`src/rtl/pl_exmul_if.sv`:
```
// Execute-stage handshake bundle for pl_exmul.
// master drives the ID/EX side; slave is the execute stage.
interface pl_exmul_if #(
  parameter int W = 8
);
  logic [3:0]   id_opcode;
  logic [W-1:0] id_op_a;
  logic [W-1:0] id_op_b;
  logic [0:6]   id_ctrl;
  logic         id_compare;
  logic         carry_in;
  logic         flush_ex;
  logic [W-1:0] operation_result;
  logic [0:6]   EX_reg;
  logic [0:4]   branch_conds_EX;
  logic         stall_out;

  modport master (
    output id_opcode, id_op_a, id_op_b, id_ctrl,
    output id_compare, carry_in, flush_ex,
    input  operation_result, EX_reg,
    input  branch_conds_EX, stall_out
  );

  modport slave (
    input  id_opcode, id_op_a, id_op_b, id_ctrl,
    input  id_compare, carry_in, flush_ex,
    output operation_result, EX_reg,
    output branch_conds_EX, stall_out
  );
endinterface

```
`src/rtl/pl_exmul.sv`:
```
// Execute stage: per-domain 8-bit ALU plus an 8-cycle
// shift-add multiplier that stalls the front end.
module pl_exmul #(
  parameter int NUM_DOMAINS  = 1,
  parameter int PROG_CTR_WID = 10
) (
  input logic      clk,
  input logic      reset,
  pl_exmul_if.slave bus
);
  localparam int W  = NUM_DOMAINS * 8;
  localparam int D1 = W - 8;

  localparam logic [0:0] IDLE = 1'b0;
  localparam logic [0:0] MUL  = 1'b1;

  localparam logic [3:0] OP_ADD = 4'h1;
  localparam logic [3:0] OP_ADC = 4'h2;
  localparam logic [3:0] OP_SUB = 4'h3;
  localparam logic [3:0] OP_AND = 4'h4;
  localparam logic [3:0] OP_OR  = 4'h5;
  localparam logic [3:0] OP_XOR = 4'h6;
  localparam logic [3:0] OP_NOT = 4'h7;
  localparam logic [3:0] OP_SHL = 4'h8;
  localparam logic [3:0] OP_SHR = 4'h9;
  localparam logic [3:0] OP_MUL = 4'hA;
  localparam logic [3:0] OP_CMP = 4'hB;

  localparam logic [31:0] PC_W = 32'(PROG_CTR_WID);
  logic unused_pc;
  assign unused_pc = ^PC_W;

  // returns {cout, result} for one 8-bit domain
  function automatic logic [8:0] alu8(
    input logic [3:0] op,
    input logic [7:0] a,
    input logic [7:0] b,
    input logic       ci
  );
    logic [8:0] r;
    logic [8:0] d;
    d = {1'b0, a} - {1'b0, b};
    case (op)
      OP_ADD: r = {1'b0, a} + {1'b0, b};
      OP_ADC: r = {1'b0, a} + {1'b0, b} + {8'd0, ci};
      OP_SUB: r = {~d[8], d[7:0]};
      OP_CMP: r = {~d[8], a};
      OP_AND: r = {1'b0, a & b};
      OP_OR:  r = {1'b0, a | b};
      OP_XOR: r = {1'b0, a ^ b};
      OP_NOT: r = {1'b0, ~a};
      OP_SHL: r = {a[7], a[6:0], 1'b0};
      OP_SHR: r = {a[0], 1'b0, a[7:1]};
      default: r = {1'b0, b};
    endcase
    return r;
  endfunction

  function automatic logic [0:4] flags(
    input logic [7:0] a,
    input logic [7:0] b,
    input logic       c,
    input logic       cmp
  );
    return {a > b, a == b, a < b, c, cmp};
  endfunction

  logic [0:0]   state;
  logic [2:0]   cnt;
  logic [W-1:0] acc;
  logic [W-1:0] mul_a;
  logic [W-1:0] mul_b;
  logic [0:6]   mul_ctrl;
  logic         mul_cmp;

  logic [W-1:0] alu_res;
  logic         alu_cout;
  logic [W-1:0] mul_next;
  logic [8:0]   dres [NUM_DOMAINS];

  always_comb begin
    alu_res  = '0;
    alu_cout = 1'b0;
    for (int d = 0; d < NUM_DOMAINS; d++) begin
      dres[d] = alu8(bus.id_opcode, bus.id_op_a[d*8 +: 8],
                     bus.id_op_b[d*8 +: 8], bus.carry_in);
      alu_res[d*8 +: 8] = dres[d][7:0];
    end
    alu_cout = dres[NUM_DOMAINS-1][8];
  end

  // one partial product per domain per cycle, bit cnt of B
  always_comb begin
    mul_next = '0;
    for (int d = 0; d < NUM_DOMAINS; d++) begin
      mul_next[d*8 +: 8] = acc[d*8 +: 8] +
        (mul_b[d*8 + int'(cnt)] ? (mul_a[d*8 +: 8] << cnt) : 8'd0);
    end
  end

  assign bus.stall_out = (state == MUL);

  always_ff @(posedge clk) begin
    if (reset) begin
      state                <= IDLE;
      cnt                  <= '0;
      acc                  <= '0;
      mul_a                <= '0;
      mul_b                <= '0;
      mul_ctrl             <= '0;
      mul_cmp              <= 1'b0;
      bus.operation_result <= '0;
      bus.EX_reg           <= '0;
      bus.branch_conds_EX  <= '0;
    end else begin
      bus.operation_result <= '0;
      bus.EX_reg           <= '0;
      bus.branch_conds_EX  <= '0;
      case (state)
        IDLE: begin
          if (bus.flush_ex) begin
            state <= IDLE;
          end else if (bus.id_opcode == OP_MUL) begin
            mul_a    <= bus.id_op_a;
            mul_b    <= bus.id_op_b;
            mul_ctrl <= bus.id_ctrl;
            mul_cmp  <= bus.id_compare;
            acc      <= '0;
            cnt      <= '0;
            state    <= MUL;
          end else begin
            bus.operation_result <= alu_res;
            bus.EX_reg           <= bus.id_ctrl;
            bus.branch_conds_EX  <= flags(
              bus.id_op_a[D1 +: 8], bus.id_op_b[D1 +: 8],
              alu_cout, bus.id_compare);
          end
        end
        MUL: begin
          if (bus.flush_ex) begin
            state <= IDLE;
            cnt   <= '0;
            acc   <= '0;
          end else if (cnt == 3'd7) begin
            bus.operation_result <= mul_next;
            bus.EX_reg           <= mul_ctrl;
            bus.branch_conds_EX  <= flags(
              mul_a[D1 +: 8], mul_b[D1 +: 8], 1'b0, mul_cmp);
            state <= IDLE;
            cnt   <= '0;
            acc   <= '0;
          end else begin
            acc <= mul_next;
            cnt <= cnt + 3'd1;
          end
        end
        default: state <= IDLE;
      endcase
    end
  end
endmodule

```
`src/flat_wrapper.sv`:
```
// flat-port wrapper written by rule: the top's interface ports become plain ports
module pl_exmul_flat 
#(
  parameter int NUM_DOMAINS  = 1,
  parameter int PROG_CTR_WID = 10
)
  (clk, reset, bus_id_opcode, bus_id_op_a, bus_id_op_b, bus_id_ctrl, bus_id_compare, bus_carry_in, bus_flush_ex, bus_operation_result, bus_EX_reg, bus_branch_conds_EX, bus_stall_out);
  pl_exmul_if #(.W(8)) bus_i ();
  input logic clk;
  input logic reset;
  input wire logic [$bits(bus_i.id_opcode)-1:0] bus_id_opcode;
  input wire logic [$bits(bus_i.id_op_a)-1:0] bus_id_op_a;
  input wire logic [$bits(bus_i.id_op_b)-1:0] bus_id_op_b;
  input wire logic [$bits(bus_i.id_ctrl)-1:0] bus_id_ctrl;
  input wire logic [$bits(bus_i.id_compare)-1:0] bus_id_compare;
  input wire logic [$bits(bus_i.carry_in)-1:0] bus_carry_in;
  input wire logic [$bits(bus_i.flush_ex)-1:0] bus_flush_ex;
  output wire logic [$bits(bus_i.operation_result)-1:0] bus_operation_result;
  output wire logic [$bits(bus_i.EX_reg)-1:0] bus_EX_reg;
  output wire logic [$bits(bus_i.branch_conds_EX)-1:0] bus_branch_conds_EX;
  output wire logic [$bits(bus_i.stall_out)-1:0] bus_stall_out;
  assign bus_i.id_opcode = bus_id_opcode;
  assign bus_i.id_op_a = bus_id_op_a;
  assign bus_i.id_op_b = bus_id_op_b;
  assign bus_i.id_ctrl = bus_id_ctrl;
  assign bus_i.id_compare = bus_id_compare;
  assign bus_i.carry_in = bus_carry_in;
  assign bus_i.flush_ex = bus_flush_ex;
  assign bus_operation_result = bus_i.operation_result;
  assign bus_EX_reg = bus_i.EX_reg;
  assign bus_branch_conds_EX = bus_i.branch_conds_EX;
  assign bus_stall_out = bus_i.stall_out;
  pl_exmul #(.NUM_DOMAINS(NUM_DOMAINS), .PROG_CTR_WID(PROG_CTR_WID)) u_core (.clk(clk), .reset(reset), .bus(bus_i));
endmodule
```
`config.mk`:
```
export PLATFORM = sky130hd
export DESIGN_NAME = pl_exmul_flat
export DESIGN_NICKNAME = d
export VERILOG_FILES = /design/src/rtl/pl_exmul_if.sv /design/src/rtl/pl_exmul.sv /design/src/flat_wrapper.sv
export SDC_FILE = /design/constraint.sdc
export NUM_CORES = 1
export LEC_CHECK = 0
export BUFFER_PORTS_ARGS = -buffer_cell sky130_fd_sc_hd__clkbuf_2
export CAP_MARGIN = 20
export CORE_MARGIN = 5
export CORE_UTILIZATION = 50
export DETAILED_ROUTE_END_ITERATION = 16
export HOLD_SLACK_MARGIN = 0.06
export PLACE_DENSITY = 0.7
export SETUP_SLACK_MARGIN = 0.15
export SLEW_MARGIN = 40
export SYNTH_ARGS = -nofsm -noshare
export SYNTH_HDL_FRONTEND = slang
export SYNTH_SLANG_ARGS = --single-unit
```
`constraint.sdc`:
```
create_clock -name clk -period 6.3 [get_ports clk]
set_input_delay 1.26 -clock clk [delete_from_list [all_inputs] [get_ports clk]]
set_output_delay 1.26 -clock clk [all_outputs]
set_load 0.005 [all_outputs]
```
Yosys cells after proc, flatten, opt, wreduce, memory -nomap -nowiden
Index checks and enable logic that the tools add are counted.

storage, ports and cells
  register bits = 56
  word-level logic and storage cells = 80

operators by class
  add/subtract/negate cells = 5
  order comparisons = 5
  eq/ne operators = 16
  shift operators = 1
  multiplexer cells = 34
  bitwise gates (word level) = 7
  reductions and logical operators = 2

operators with widths
  cell                                                                   number
  9-bit case mux with 10 select lines                                    1
  8-bit two-way mux                                                      9
  8-bit case mux with 2 select lines                                     2
  7-bit two-way mux                                                      4
  5-bit two-way mux                                                      4
  4-bit by 3-bit equality test with 1-bit output, second input constant  4
  4-bit equality test, second input constant                             4
  8-bit equality test                                                    2
  8-bit > comparator                                                     2
  8-bit < comparator                                                     2
  7-bit case mux with 2 select lines                                     1
  3-bit two-way mux                                                      4
  5-bit case mux with 2 select lines                                     1
  8-bit by 8-bit adder with 9-bit output                                 1
  9-bit by 1-bit adder with 9-bit output                                 1
  8-bit by 8-bit subtractor with 9-bit output                            1
  8-bit adder                                                            1
  8-bit AND                                                              1
  4-bit by 2-bit equality test with 1-bit output, second input constant  2
  8-bit inverter                                                         1
  8-bit bitwise OR                                                       1
  8-bit by 3-bit << shifter with 8-bit output                            1
  8-bit bitwise XOR                                                      1
  3-bit case mux with 2 select lines                                     1
  other kinds (12)                                                       18

Depth between registers and ports, before layout
Gate-level depths: netlist (run 1).

  word-level depth = 7
  gate-level depth with buffers = 14

Least setup slack after synthesis (run 1)
No wires, ideal clock.

  path kind = input to register
  from = input port bus_id_op_b[0]
  to = register u_core.bus.branch_conds_EX[3]
  setup time = 119 ps
  data arrival time = 3,207 ps
  slack = 2,974 ps
  stages on the path = 9
  cells stage by stage = ha_1 > fa_1 > a211o_1 > a2111oi_1 > nor3b_2 > nor2_1 > nand4_1 > xnor2_1 > o21bai_1

between the ends
  longest elaborated chain between the ends = 6
  elaborated cells on any way between the ends = 8
  classes of those cells = 3 x add/sub; 4 x mux; 1 x bitwise

RTL lines
  element                                                                                                RTL line                                        source
  start: declaration                                                                                     flat_wrapper.sv:13                              input wire logic [$bits(bus_i.id_op_b)-1:0] bus_id_op_b;
  8-bit by 8-bit adder with 9-bit output or 8-bit by 8-bit subtractor with 9-bit output (tied branches)  pl_exmul.sv:44, pl_exmul.sv:45, pl_exmul.sv:42
  9-bit by 1-bit adder with 9-bit output or 1-bit inverter (tied branches)                               pl_exmul.sv:45, pl_exmul.sv:46, pl_exmul.sv:47
  9-bit case mux with 10 select lines (*)                                                                pl_exmul.sv:43                                  case (op)
  5-bit two-way mux (*)                                                                                  pl_exmul.sv:123                                 end else if (bus.id_opcode == OP_MUL) begin
  5-bit two-way mux (*)                                                                                  pl_exmul.sv:121                                 if (bus.flush_ex) begin
  5-bit case mux with 2 select lines (*)                                                                 pl_exmul.sv:119                                 case (state)
  end signal: assignment                                                                                 pl_exmul.sv:134                                 bus.branch_conds_EX <= flags(
  end signal: assignment                                                                                 pl_exmul.sv:147                                 bus.branch_conds_EX <= flags(
  end: declaration                                                                                       pl_exmul_if.sv:29                               output branch_conds_EX, stall_out

Mark *: on every way between the ends. The rest lies on a longest branch, timed or not.
A chain may end at the register's enable or synchronous reset.

Worst setup path in the final report (run 1)
  from = register u_core.cnt[0]
  to = register u_core.acc[6]

between the ends
  longest elaborated chain between the ends = 7
  elaborated cells on any way between the ends = 9
  classes of those cells = 1 x add/sub; 1 x eq/ne; 1 x shift; 6 x mux

RTL lines
  element                                    RTL line         source
  start: declaration                         pl_exmul.sv:69   logic [2:0] cnt;
  start signal: assignment                   pl_exmul.sv:154  cnt <= cnt + 3'd1;
  1-bit binary-select mux with 3-bit select  pl_exmul.sv:97   (mul_b[d*8 + int'(cnt)] ? (mul_a[d*8 +: 8] << cnt) : 8'd0);
  1-bit two-way mux (implied by the code)    pl_exmul.sv:97
  8-bit two-way mux                          pl_exmul.sv:97
  8-bit adder                                pl_exmul.sv:96   mul_next[d*8 +: 8] = acc[d*8 +: 8] +
  8-bit two-way mux (*)                      pl_exmul.sv:144  end else if (cnt == 3'd7) begin
  8-bit two-way mux (*)                      pl_exmul.sv:140  if (bus.flush_ex) begin
  8-bit case mux with 2 select lines (*)     pl_exmul.sv:119
  end signal: assignment                     pl_exmul.sv:153  acc <= mul_next;
  end: declaration                           pl_exmul.sv:70   logic [W-1:0] acc;

Mark *: on every way between the ends. The rest lies on a longest branch, timed or not. The select of a mux whose other input is x is not followed.

==> results of run 1 <==
per-stage QoR:
step | std cells | util (%)
final | 726 | 54.4
after global routing | 726 | 54.4
after CTS | 726 | 54.3
after detailed placement | 718 | 53.3
after global placement | 718 | 53.2
after floorplan | 589 | -
cell type report:
class,count,area (sq um),area share [%]
Multi-Input combinational cell,459,3190,64.3
Sequential cell,56,1120,22.6
Timing Repair Buffer,54,275,5.55
Inverter,38,143,2.88
Tap cell,111,139,2.80
Clock buffer,5,68.8,1.39
Clock inverter,3,22.5,0.454
cell families after synthesis:
group / share of synthesized area [%]
buffers and inverters: 6.66
xor gates and xnor gates: 3.98
and+or+nand+nor: 21.0
DFF: 24.4
muxes: 4.97
adders and majority gates: 13.0
AOI/OAI and AO/OA: 25.9
cells in the final DEF, fill, tap and decap left out, types with 3 or more instances in the layout:
cell,n
a2111oi_0,3
a211o_1,3
a211oi_1,11
a21oi_1,47
a221o_1,4
a22o_1,11
a22oi_1,10
a31oi_1,6
and2_1,5
and3_1,3
clkbuf_2,51
clkbuf_8,5
dfxtp_1,56
fa_1,3
ha_1,43
inv_1,35
inv_2,3
mux2i_1,10
mux4_2,4
nand2_1,82
nand2b_1,8
nand3_1,6
nor2_1,45
nor2b_1,15
nor3_1,16
nor3b_1,6
nor4_1,4
o21ai_0,23
o21ai_1,5
o21bai_1,4
o221ai_1,4
o22ai_1,7
o31ai_1,3
o32ai_1,3
xnor2_1,8
xor2_1,11
how the worst min path moves through the flow:
stage                                  start                  to  cells past startpoint
after floorplan               u_core.mul_cmp      u_core.mul_cmp                      2
after global placement    u_core.mul_ctrl[4]  u_core.mul_ctrl[4]                      2
after detailed placement  u_core.mul_ctrl[1]  u_core.mul_ctrl[1]                      2
after CTS                 u_core.mul_ctrl[1]  u_core.mul_ctrl[1]                      2
after global routing      u_core.mul_ctrl[1]  u_core.mul_ctrl[1]                      2
final                     u_core.mul_ctrl[2]  u_core.mul_ctrl[2]                      2
where the power goes:
part           internal [W]  switching (W)  total (W)
sequential         0.000362     0.00000388   0.000366
clock             0.0000800       0.000124   0.000204
combinational     0.0000842       0.000141   0.000225
total              0.000526       0.000269   0.000795
layer usage:
metal | vias up | global-route usage (%) | wire, microns
met5 | - | 0 | 0
met4 | 0 | 10.2 | 432
met3 | 32 | 3.00 | 686
met2 | 147 | 42.2 | 6520
met1 | 2056 | 30.0 | 5800
li1 | 2171 | - | -
tightest hold or removal path, cell delays in order, from the launching register on:
cell	delay (ps)
dfxtp_1	320
nand2_1	50
a21oi_1	50
==> results.yml, run 1 <==
status:
  status: "complete, no violations"
clock_network:
  clk-insertion-delay-late_ps: 320
  cts_hold_buf: 0
  cts_setup_buffers: 0
  clockBufferDepth: 2
  root_buffer: "clkbuf_8"
  htreeDepth: 2
  cts_tree: "yes"
  path_clk_slew_ps: 100
  clkSinkCount: 56
  cts_buffers: 5
  ctsResizeCount: 0
critical_path:
  worstSetupStartpoint: "u_core.cnt[0]"
  crit_buf_inv: 0
  worstSetupEndpointType: "flip-flop"
  path_class: "flip-flop to flip-flop"
  crit_slowest_cell: "dfxtp_1"
  path_common_cell: "a21oi_1"
  slowest_delay_ps: 750
  crit_family: "compound AO/OA/AOI/OAI gates"
  regToRegStartpoint: "u_core.cnt[0]"
  crit_chain: "mux4_2 -> nand2_1 -> nor4_1 -> ha_1 -> fa_1 -> a21o_1 -> a21oi_1 -> o21bai_1 -> a21oi_1 -> xor2_1 -> o2bb2a_1 -> nor2_1"
  start_kind: "flip-flop"
  cp-endpoint: "u_core.acc[6]"
  cp.depth: 12
  crit_path_max_fanout: 17
  r2r-end: "u_core.acc[6]"
  rrSetupSlack_ps: 2670
  required_ps: 6480
  arrival_ps: 3820
  worstRegToRegCells: 12
logic_synthesis:
  syn_nets: 667
  synth_ff_type: "dfxtp_1"
  synthesis.instances: 589
  ys_warn_count: 0
  synth_top_area_share_pct: 24.4
  synthTopCellsByArea: "dfxtp_1 24%, ha_1 12%, nand2_1 6.8%, a21oi_1 5.2%, nor2_1 3.8%"
  netlist_top_cells_count: "83 x nand2_1, 56 x dfxtp_1, 48 x a21oi_1, 46 x nor2_1, 43 x ha_1"
  ys_ff_latch: 56
  synth_cell_types: 68
  synthArstFlopShare_pct: 0
  synth_edf_count: 0
  syn_area_per_cell_sq_um: 7.79
  yosysTopAreaCell: "dfxtp_1"
  synth_area_sq_um: 4590
  yosysMostFrequentCell: "nand2_1"
  yosysSeqAreaShare_pct: 24.4
sta:
  hold_ws_ps: 464
  finalHoldViolCount: 0
  fmax_ghz: 0.275
  setup_viol: 0
  drv_slew: 0
  max_slew.worst_pin.slew_ps: 799
  fin_skew_ps: 10.5
  min_period_ps: 3630
  rsz0062_at_grt: "no"
  fin_ws_ps: 2670
  fin_crit_sh_pct: 57.6
  setup_tns_ps: 0
  max_slew_margin_pct: 46.7
placement:
  gp_congestion: 0.957
  pre_cts_slack_ps: 2490
  portBuffers: 52
  place_area_sq_um: 4850
  place_hpwl_microns: 10400
power:
  ir_worst_vdd_uv: 81.0
  power_per_cell_area_nw_per_um2: 161
  power.leakage_nw: 2.02
  power_w: 0.000795
drt:
  drt-initial-drc-count: 290
  vias: 4406
  wirelength_microns: 13400
  vias_per_cell: 6.07
  wl_per_cell_microns: 18.5
  drc: 0
  drtPass1Iterations: 5
  final_antenna_net_count: 0
floorplan:
  rows: 35
  initial_core_util_pct: 50.3
  die_x_microns: 106
  fp.dieH_microns: 106
  num_io_pins: 53
  fp.coreArea_sq_um: 9110
  fp.dieArea_sq_um: 11200
run:
  cap_violations: 0
finish:
  diodes: 0
  fillCellCount: 914
  nNetsFinal: 692
  drive_gt1_share_pct: 14.1
  synthToLayoutAreaGrowth_pct: 8.08
  design_area_sq_um: 4960
global_route:
  grt_pass1_wl_microns: 22000
  track_usage_pct: 24.2
  grt_max_degree: 44
  grt_pass1_vias: 4365
  grt_remaining_overflow: 0
  antenna_found_initial: 0
hold_path:
  hold_class: "flip-flop to flip-flop"
Power figures use the tool's default switching activity.
==> run 2: changes to the inputs <==
- PLACE_DENSITY: 0.7 -> 0.73
- clock period: 6.3 -> 3.2 ns (I/O delays scaled with it)
==> run 2 against run 1 <==
Global-route usage fell by 0.37 points. Final cell count rose by 3.3%. Sequential power rose by 97%. Critical path depth did not move. Design area rose by 3.7%. Die area did not move. Largest cell class unchanged. First-iteration DRC count rose by 0.34%. Core utilization rose by 2.0 points. Sequential share of layout area fell by 0.79 points.
==> results.yml, run 2 (synthesized netlist as in run 1, its figures left out) <==
sta:
  rsz0062_at_grt: "yes"
  max_slew_margin_pct: 56.1
  max_slew.worst_pin.slew_ps: 656
  fin_crit_sh_pct: 91.8
  finalHoldViolCount: 0
  fmax_ghz: 0.341
  setup_tns_ps: 0
  drv_slew: 0
  hold_ws_ps: 464
  setup_viol: 0
  fin_skew_ps: 11.4
  min_period_ps: 2940
  fin_ws_ps: 263
power:
  power.leakage_nw: 2.13
  ir_worst_vdd_uv: 234
  power_per_cell_area_nw_per_um2: 306
clock_network:
  cts_setup_buffers: 0
  htreeDepth: 2
  path_clk_slew_ps: 100
  clk-insertion-delay-late_ps: 310
  cts_buffers: 5
  cts_tree: "yes"
  clkSinkCount: 56
  root_buffer: "clkbuf_8"
  clockBufferDepth: 2
floorplan:
  die_x_microns: 106
  fp.dieArea_sq_um: 11200
  fp.coreArea_sq_um: 9110
  fp.dieH_microns: 106
  num_io_pins: 53
  rows: 35
  initial_core_util_pct: 50.3
drt:
  final_antenna_net_count: 0
  routed-wl-met3_microns: 847
  vias_per_cell: 6.17
  drt-initial-drc-count: 291
  drtPass1Iterations: 5
  wl_per_cell_microns: 18.1
  drc: 0
  wl_met1_microns: 5610
  top_layer_used: "met4"
  wirelength_microns: 13600
  vias: 4630
  met2_length_microns: 6610
finish:
  diodes: 0
  synthToLayoutAreaGrowth_pct: 12.1
  final_cell_mix: "82 x nand2_1, 55 x dfxtp_1, 52 x clkbuf_2, 46 x nor2_1, 45 x a21oi_1"
  final_common_cell: "nand2_1"
  instances_no_fill: 750
  fillCellCount: 853
  drive_gt1_share_pct: 17.5
  nNetsFinal: 716
critical_path:
  rrSetupSlack_ps: 260
  cp-endpoint: "u_core.acc[6]"
  regToRegStartpoint: "u_core.cnt[0]"
  required_ps: 3400
  arrival_ps: 3140
  worstSetupEndpointType: "flip-flop"
  r2r-end: "u_core.acc[6]"
  worstSetupStartpoint: "u_core.cnt[0]"
  crit_path_max_fanout: 5
  start_kind: "flip-flop"
  worstRegToRegCells: 12
  path_class: "flip-flop to flip-flop"
global_route:
  grt_pass1_wl_microns: 21900
  track_usage_pct: 23.8
  grt_max_degree: 26
  antenna_found_initial: 0
  grt_remaining_overflow: 0
  grt_pass1_vias: 4413
placement:
  portBuffers: 52
  dp.cells: 742
  pre_cts_slack_ps: 71.4
  gp_congestion: 0.983
  place_hpwl_microns: 10700
status:
  status: "complete, no violations"
run:
  cap_violations: 0
hold_path:
  hold_class: "flip-flop to flip-flop"
==> run 2: worst min path at each step <==
| stage | from | to | slack, ps | cells after the start |
|---|---|---|---|---|
| final | u_core.mul_ctrl[0] | u_core.mul_ctrl[0] | 460 | 2 |
| after global routing | u_core.mul_ctrl[4] | u_core.mul_ctrl[4] | 490 | 2 |
| after floorplan | u_core.mul_cmp | u_core.mul_cmp | 440 | 2 |
| after global placement | u_core.mul_cmp | u_core.mul_cmp | 440 | 2 |
| after detailed placement | u_core.mul_ctrl[0] | u_core.mul_ctrl[0] | 450 | 2 |
| after CTS | u_core.mul_ctrl[0] | u_core.mul_ctrl[0] | 470 | 2 |
==> run 2: where the power goes <==
part           internal (W)  switching, W  total, W
logic              0.000184      0.000281  0.000466
registers          0.000713    0.00000775  0.000721
clock network      0.000156      0.000230  0.000387
==> run 2: layout make-up <==
type	instances	area, sq um	share of cell area, %
multi-input combinational	459	3190	62.1
sequential	56	1120	21.8
timing repair buffer	78	455	8.86
inverter	38	143	2.78
tap	111	139	2.70
clock buffer	6	72.6	1.41
clock inverter	2	16.3	0.316
==> run 2: worst max-delay path: stages (launching register included) <==
cell and delay, ps:
dfxtp_2 350, mux4_2 530, nand2_2 140, nor4_1 70
ha_1 240, fa_1 430, a21o_1 200, a21oi_2 170
o21bai_1 100, a21oi_2 160, xor2_1 220, o2bb2a_1 180
nor2_1 40
==> run 2: what timing repair did <==
item,4_1_cts,5_1_grt
resized for setup,0,8
hold buffers,0,0
setup endpoints to repair,0,6
==> run 2: routing by layer <==
layer	up-vias	GRT usage [%]
met1	2159	29.8
met5	-	0
met2	218	41.8
li1	2210	-
met4	0	9.71
met3	43	2.39
==> run 2: metrics by stage <==
stage | utilization, % | area [sq um] | total power [W]
6_report | 56.4 | 5140 | 0.00157
5_1_grt | 56.4 | 5140 | 0.00165
4_1_cts | 56.2 | 5110 | 0.00157
3_5_place_dp | 55.2 | 5030 | 0.00119
3_3_place_gp | 55.2 | 5030 | 0.00119
2_1_floorplan | - | 4590 | 0.00104
